--- src/rtl/cdc_hs_pkg.sv ---
// Shared definitions for the two-phase toggle req/ack CDC handshake (source and destination ends).
// Latency: n/a (definitions only).
// Backpressure: n/a.
package cdc_hs_pkg;

    localparam logic [1:0] HS_ENC_INIT     = 2'd0;
    localparam logic [1:0] HS_ENC_IDLE     = 2'd1;
    localparam logic [1:0] HS_ENC_WAIT_ACK = 2'd2;

    localparam int SYNC_DEPTH_DEF = 2;

    typedef enum logic [1:0] {
        ST_INIT     = HS_ENC_INIT,
        ST_IDLE     = HS_ENC_IDLE,
        ST_WAIT_ACK = HS_ENC_WAIT_ACK
    } hs_state_e;

endpackage

--- src/rtl/dff_sync.sv ---
// Multi-flop single-bit synchronizer with asynchronous active-low reset to RST_VAL.
// Latency: DEPTH clk edges from d to q.
// Backpressure: none; free-running.
module dff_sync #(
    parameter int   DEPTH   = 2,
    parameter logic RST_VAL = 1'b0
) (
    input  logic clk,
    input  logic rst_n,
    input  logic d,
    output logic q
);

    logic [DEPTH-1:0] sync_q;
    logic [DEPTH-1:0] sync_d;

    always_comb begin
        sync_d = {sync_q[DEPTH-2:0], d};
    end

    always_ff @(posedge clk or negedge rst_n) begin
        if (!rst_n) begin
            sync_q <= {DEPTH{RST_VAL}};
        end else begin
            sync_q <= sync_d;
        end
    end

    assign q = sync_q[DEPTH-1];

endmodule

--- src/rtl/cdc_hs_src.sv ---
// Source end of a two-phase toggle req/ack CDC: captures a word, toggles cdc_req, waits for ack toggle.
// Latency: with loopback ack, src_ready returns SYNC_DEPTH+1 edges after accept (1 word / SYNC_DEPTH+2 cycles).
// Backpressure: src_ready held low until the returned ack parity matches cdc_req; no timeout.
module cdc_hs_src
    import cdc_hs_pkg::*;
#(
    parameter int DATA_W     = 8,
    parameter int SYNC_DEPTH = SYNC_DEPTH_DEF
) (
    input  logic              src_clk,
    input  logic              src_rst_n,
    input  logic              src_valid,
    input  logic [DATA_W-1:0] src_data,
    output logic              src_ready,
    output logic              src_err,
    output logic              cdc_req,
    output logic [DATA_W-1:0] cdc_data,
    input  logic              cdc_ack
);

    hs_state_e         state_q, state_d;
    logic              ready_q, ready_d;
    logic              err_q, err_d;
    logic              req_q, req_d;
    logic [DATA_W-1:0] data_q, data_d;
    logic              ack_s;

    dff_sync #(
        .DEPTH   (SYNC_DEPTH),
        .RST_VAL (1'b0)
    ) u_ack_sync (
        .clk   (src_clk),
        .rst_n (src_rst_n),
        .d     (cdc_ack),
        .q     (ack_s)
    );

    always_comb begin
        state_d = state_q;
        ready_d = ready_q;
        err_d   = err_q;
        req_d   = req_q;
        data_d  = data_q;
        case (state_q)
            ST_INIT: begin
                ready_d = 1'b1;
                state_d = ST_IDLE;
            end
            ST_IDLE: begin
                // Parity mismatch while nothing is outstanding means the far side toggled on its own.
                if (ack_s != req_q) begin
                    err_d = 1'b1;
                end
                if (src_valid && ready_q) begin
                    data_d  = src_data;
                    req_d   = ~req_q;
                    ready_d = 1'b0;
                    state_d = ST_WAIT_ACK;
                end
            end
            ST_WAIT_ACK: begin
                if (ack_s == req_q) begin
                    ready_d = 1'b1;
                    state_d = ST_IDLE;
                end
            end
            default: begin
                ready_d = 1'b0;
                state_d = ST_INIT;
            end
        endcase
    end

    always_ff @(posedge src_clk or negedge src_rst_n) begin
        if (!src_rst_n) begin
            state_q <= ST_INIT;
            ready_q <= 1'b0;
            err_q   <= 1'b0;
            req_q   <= 1'b0;
            data_q  <= '0;
        end else begin
            state_q <= state_d;
            ready_q <= ready_d;
            err_q   <= err_d;
            req_q   <= req_d;
            data_q  <= data_d;
        end
    end

    assign src_ready = ready_q;
    assign src_err   = err_q;
    assign cdc_req   = req_q;
    assign cdc_data  = data_q;

endmodule

--- config.mk ---
export PLATFORM = sky130hd
export DESIGN_NAME = cdc_hs_src
export DESIGN_NICKNAME = d
export VERILOG_FILES = /design/src/rtl/cdc_hs_pkg.sv /design/src/rtl/dff_sync.sv /design/src/rtl/cdc_hs_src.sv
export SDC_FILE = /design/constraint.sdc
export NUM_CORES = 1
export LEC_CHECK = 0
export CAP_MARGIN = 30
export CORE_MARGIN = 2
export CORE_UTILIZATION = 41
export DETAILED_ROUTE_END_ITERATION = 6
export HOLD_SLACK_MARGIN = 0.03
export PLACE_DENSITY = 0.76
export SETUP_SLACK_MARGIN = 0.05
export SLEW_MARGIN = 20
export SYNTH_ARGS = -nofsm -noshare
export SYNTH_HDL_FRONTEND = slang
export SYNTH_SLANG_ARGS = --single-unit
--- constraint.sdc ---
create_clock -name src_clk -period 1.5 [get_ports src_clk]
set_clock_uncertainty 0.2 [all_clocks]
set_input_delay 0.45 -clock src_clk [delete_from_list [all_inputs] [get_ports src_clk]]
set_output_delay 0.45 -clock src_clk [all_outputs]
set_load 0.02 [all_outputs]
==> run summary, run 1 <==
M1 GR Usage -> 0.194
Slew HR -> 0.862
CP endpoint kind -> output pin
worst path cell trace -> buf_6
global route total overflow -> 0
Placed Cells -> 80
Cell Area, Placed -> 881 sq um
# DRC -> 0
syn_nets -> 49
I/O Pins -> 23
chip width -> 42.2 um
Worst Path Buf+Inv -> 1
site row count -> 13
mapped cell area -> 599 sq um
via count -> 420
Core Region -> 0.00133 sq mm
status -> finished clean
share of cells above drive strength 1 -> 0.547
worst-margin pin slew -> 207 ps
RSZ-0062 raised after global routing -> true
Iter 0 DRT Violations -> 1
Placer Congestion -> 0.659
Ys Warns -> 0
first-pass GRT wire length -> 1930 um
number of max-cap violations -> 0
CP max stage cell -> dfrtp_2
Syn Inst Count -> 37
Final Hold Fails -> 0
area growth from synthesis to layout -> 65.1%
critical path arrival -> 820 ps
routed length per instance -> 13.2 um
Critical Path RT -> 850 ps
fmax -> 680 MHz
Setup CP Type -> flip-flop to output pin
min-delay worst type -> flip-flop to flip-flop
CTS tree -> done
Clock Sinks -> 15
Clock Tree Root -> clkbuf_4
met2 usage -> 0.222
number of fill cells -> 90
fin crit period -> 1470 ps
vias in the first global route -> 430
Final Non-Filler Cells -> 90
initial antenna violation count -> 0
critical path's top delay family -> flip-flops
clk_lat worst skew -> 270 ps
P per Cell Area -> 2050 mW/mm^2
Inserted Diodes -> 0
Final Cell Area -> 990 sq um
# setup viols final -> 0
ANT nets after route -> 0
PortBufs -> 22
H-tree depth -> 1
CP max FO -> 2
Initial Utilization -> 0.449
Max stage delay on crit path -> 420 ps
DR vias/cell -> 4.67
fin. max-slew vios -> 0
sequential fraction of the synthesis area -> 0.626
Leakage -> 0.000486 uW
Detailed Routing Iterations Pass 1 -> 3
Tcrit/Tclk final -> 0.980
GRT Total Usage -> 0.144
nets -> 88
Post-CTS Hold Buffers -> 0
Pwr Total -> 2030 uW
final worst slack -> 29.6 ps
CTS Buf Count -> 3
pin count of the biggest net entering global routing -> 16
Die ar. -> 0.00178 sq mm
Place WS -> -421 ps
met3 usage -> 0.0388
CP startpoint kind -> flip-flop
mean area per synthesized cell -> 16.2 sq um
Final Routed Wirelength -> 1190 um
grt peak-use layer -> met2
clock-pin slew on the worst setup and hold paths -> 80 ps
Yosys cell types -> 15
VDD IR max -> 0.00107 V
maximum root-to-sink buffer count -> 2
Sum Neg Setup Slack -> 0 ps
die span in y -> 42.2 um
#FFs+latches synth -> 15
-- path summary, 6_finish.rpt --
path	from	end	slack [ps]	depth (start not counted)
min in group asynchronous	src_rst_n	src_err	290	2
setup / recovery	src_ready	src_ready	30	1
hold reg to reg	u_ack_sync.sync_q[0]	u_ack_sync.sync_q[1]	150	0
max in group asynchronous	src_rst_n	src_ready	620	2
setup reg to reg	src_ready	cdc_data[2]	70	4
hold / removal	u_ack_sync.sync_q[0]	u_ack_sync.sync_q[1]	150	0
-- placed cells by master, fill, tap and decap left out --
| cell | Yosys | layout |
|---|---|---|
| clkbuf_1 | 0 | 1 |
| dfrtp_1 | 15 | 14 |
| xor2_2 | 0 | 1 |
| xnor2_1 | 1 | 1 |
| nand2b_4 | 1 | 2 |
| buf_6 | 1 | 12 |
| o21ai_0 | 2 | 2 |
| o31a_1 | 1 | 1 |
| dfrtp_2 | 0 | 1 |
| inv_1 | 1 | 1 |
| nand2_1 | 1 | 1 |
| clkbuf_4 | 0 | 3 |
| nand3_4 | 0 | 1 |
| nand2b_1 | 1 | 1 |
| dlygate4sd2_1 | 0 | 1 |
| buf_4 | 0 | 11 |
| a31oi_1 | 1 | 1 |
| a31o_2 | 1 | 1 |
| mux2_4 | 8 | 8 |
| inv_2 | 1 | 1 |
| clkdlybuf4s50_1 | 0 | 10 |
-- where the power goes --
group	leakage (uW)	switching, uW	total, uW	internal (uW)
clock	0.0000150	115	218	103
sequential	0.000173	141	711	570
combinational	0.000297	428	1100	669
-- cells in the mapped netlist --
cell type / number / share of area
dfrtp_1: 15 / 0.63
mux2_4: 8 / 0.20
o21ai_0: 2 / 0.017
a31o_2: 1 / 0.015
a31oi_1: 1 / 0.010
buf_6: 1 / 0.019
inv_1: 1 / 0.0063
inv_2: 1 / 0.0063
nand2_1: 1 / 0.0063
nand2b_1: 1 / 0.010
nand2b_4: 1 / 0.023
nand3_2: 1 / 0.017
o31a_1: 1 / 0.015
xnor2_1: 1 / 0.015
xor2_1: 1 / 0.015
-- sequential cells by signal (all words and copies together) (netlist names) --
register / cells
src_ready: 1
state_q: 2
cdc_req: 1
cdc_data: 8
u_ack_sync.sync_q: 2
src_err: 1
-- cell families after synthesis --
family,share of synthesized area
flip-flops,0.626
AO/OA/AOI/OAI,0.0564
multiplexers,0.200
buffers and inverters,0.0313
XOR/XNOR,0.0292
AND/OR/NAND/NOR,0.0564
-- through the flow --
step                 util  hold slack (ps)
finish              0.742              154
global route        0.742              176
CTS                 0.709              156
detailed placement  0.660              137
global placement    0.660              132
floorplan               -            -45.6
-- metal layers --
metal | routed length, um | part of all wire | vias up
met5 | 0 | 0 | -
met4 | 0 | 0 | 0
met3 | 65 | 0.055 | 0
met2 | 569 | 0.48 | 16
met1 | 556 | 0.47 | 201
li1 | - | - | 203
-- final cells by class --
cell class | instances | area, sq um | area share
Timing Repair Buffer | 34 | 327 | 0.330
Clock buffer | 4 | 26.3 | 0.0265
Tap cell | 15 | 18.8 | 0.0190
Inverter | 2 | 7.51 | 0.00759
Sequential cell | 15 | 377 | 0.381
Multi-Input combinational cell | 20 | 234 | 0.236
-- repair_timing --
item                       CTS  global route
gates cloned                 1             0
setup endpoints to repair   20            17
buffers inserted             1             4
resized for setup           68             3
No activity file was read; power rests on OpenSTA's default activity.
==> run 2: changes to the inputs <==
--- a/config.mk
+++ b/config.mk
@@ -7,12 +7,14 @@
 export LEC_CHECK = 0
 export CAP_MARGIN = 30
 export CORE_MARGIN = 2
-export CORE_UTILIZATION = 41
+export CORE_UTILIZATION = 44
+export CTS_BUF_LIST = sky130_fd_sc_hd__clkbuf_8
+export CTS_CLUSTER_DIAMETER = 50
 export DETAILED_ROUTE_END_ITERATION = 6
 export HOLD_SLACK_MARGIN = 0.03
-export PLACE_DENSITY = 0.76
+export PLACE_DENSITY = 0.8
 export SETUP_SLACK_MARGIN = 0.05
-export SLEW_MARGIN = 20
+export SLEW_MARGIN = 25
 export SYNTH_ARGS = -nofsm -noshare
 export SYNTH_HDL_FRONTEND = slang
 export SYNTH_SLANG_ARGS = --single-unit
==> run summary, run 2 (synthesized netlist as in run 1, its figures left out) <==
routed length per instance -> 14.5 um
H-tree depth -> 1
number of max-cap violations -> 0
min-delay worst type -> flip-flop to flip-flop
fin. max-slew vios -> 0
die span in y -> 40.9 um
clock-pin slew on the worst setup and hold paths -> 60 ps
CP max stage cell -> dfrtp_2
share of cells above drive strength 1 -> 0.541
Initial Utilization -> 0.466
via count -> 425
Tcrit/Tclk final -> 0.961
Max stage delay on crit path -> 400 ps
initial antenna violation count -> 0
Inserted Diodes -> 0
vias in the first global route -> 408
Final Routed Wirelength -> 1290 um
Die ar. -> 0.00167 sq mm
Slew HR -> 0.791
worst-margin pin slew -> 313 ps
PortBufs -> 22
CP startpoint kind -> flip-flop
Final Hold Fails -> 0
Detailed Routing Iterations Pass 1 -> 2
pin count of the biggest net entering global routing -> 16
# DRC -> 0
area growth from synthesis to layout -> 62.4%
first-pass GRT wire length -> 1800 um
DP HPWL -> 844 um
Critical Path RT -> 850 ps
critical path's top delay family -> flip-flops
CP endpoint kind -> output pin
max reg flops -> 8
Worst Path Buf+Inv -> 1
Placer Congestion -> 0.642
DR vias/cell -> 4.78
Core Region -> 0.00128 sq mm
CTS Buf Count -> 3
GRT Total Usage -> 0.176
most frequent cells in the layout -> dfrtp_1 (14), buf_4 (14), clkdlybuf4s50_1 (10)
Clock Tree Root -> clkbuf_8
RSZ-0062 raised after global routing -> true
status -> finished clean
CTS tree -> done
clk_lat worst skew -> 240 ps
# setup viols final -> 0
maximum root-to-sink buffer count -> 2
Leakage -> 0.000491 uW
worst path cell trace -> buf_2
site row count -> 13
ANT nets after route -> 0
utilization after layout -> 0.758
Pwr Total -> 2090 uW
global route total overflow -> 0
Sum Neg Setup Slack -> 0 ps
chip width -> 40.9 um
CP max FO -> 2
nets -> 87
Setup CP Type -> flip-flop to output pin
I/O Pins -> 23
Clock Sinks -> 15
Iter 0 DRT Violations -> 3
critical path arrival -> 790 ps
P per Cell Area -> 2140 mW/mm^2
VDD IR max -> 0.00127 V
fin crit period -> 1440 ps
fmax -> 693 MHz
## run 2: layout make-up
type	count	area, sq um
multi-input cells	20	234
clock buffers	3	41.3
repair buffers	33	292
clock inverters	1	3.75
flip-flops and latches	15	377
inverters	2	7.51
fillers	81	312
well taps	15	18.8
## run 2: layer usage
layer,share of wire,up-vias,global-route usage
met2,0.56,13,0.293
met5,0,-,0
met4,0,0,0.0500
met3,0.046,0,0.0652
met1,0.39,212,0.211
li1,-,200,-
## run 2: per-stage QoR
step / setup slack, ps / std cells / cell area, sq um / hold WS (ps)
detailed placement: -423 / 79 / 873 / 151
global placement: -396 / 79 / 873 / 134
floorplan: 91.4 / 37 / 601 / -45.6
finish: 57.8 / 89 / 973 / 153
global route: 36.8 / 89 / 973 / 167
CTS: 50.2 / 85 / 893 / 155
## run 2: path summary, 6_finish.rpt
path                                      start                    to  slack, ps  cells after the start
min reg2reg                u_ack_sync.sync_q[0]  u_ack_sync.sync_q[1]        150                      0
min                        u_ack_sync.sync_q[0]  u_ack_sync.sync_q[1]        150                      0
min in group asynchronous             src_rst_n           cdc_data[6]        320                      2
max in group asynchronous             src_rst_n             src_ready        590                      2
max reg2reg                           src_ready           cdc_data[0]         80                      4
max                                   src_ready             src_ready         60                      1
## run 2: report_power, final
group	switching (uW)	leakage [uW]	internal, uW
sequential	128	0.000173	571
combinational	450	0.000291	624
clock	133	0.0000269	181
total	710	0.000491	1380
## run 2: timing repair
item,in CTS,in global routing
gates resized for setup,48,15
buffers inserted,1,4
cloned,1,0
pin swaps,0,0
hold buffers,0,0
endpoints found under the setup margin,21,14
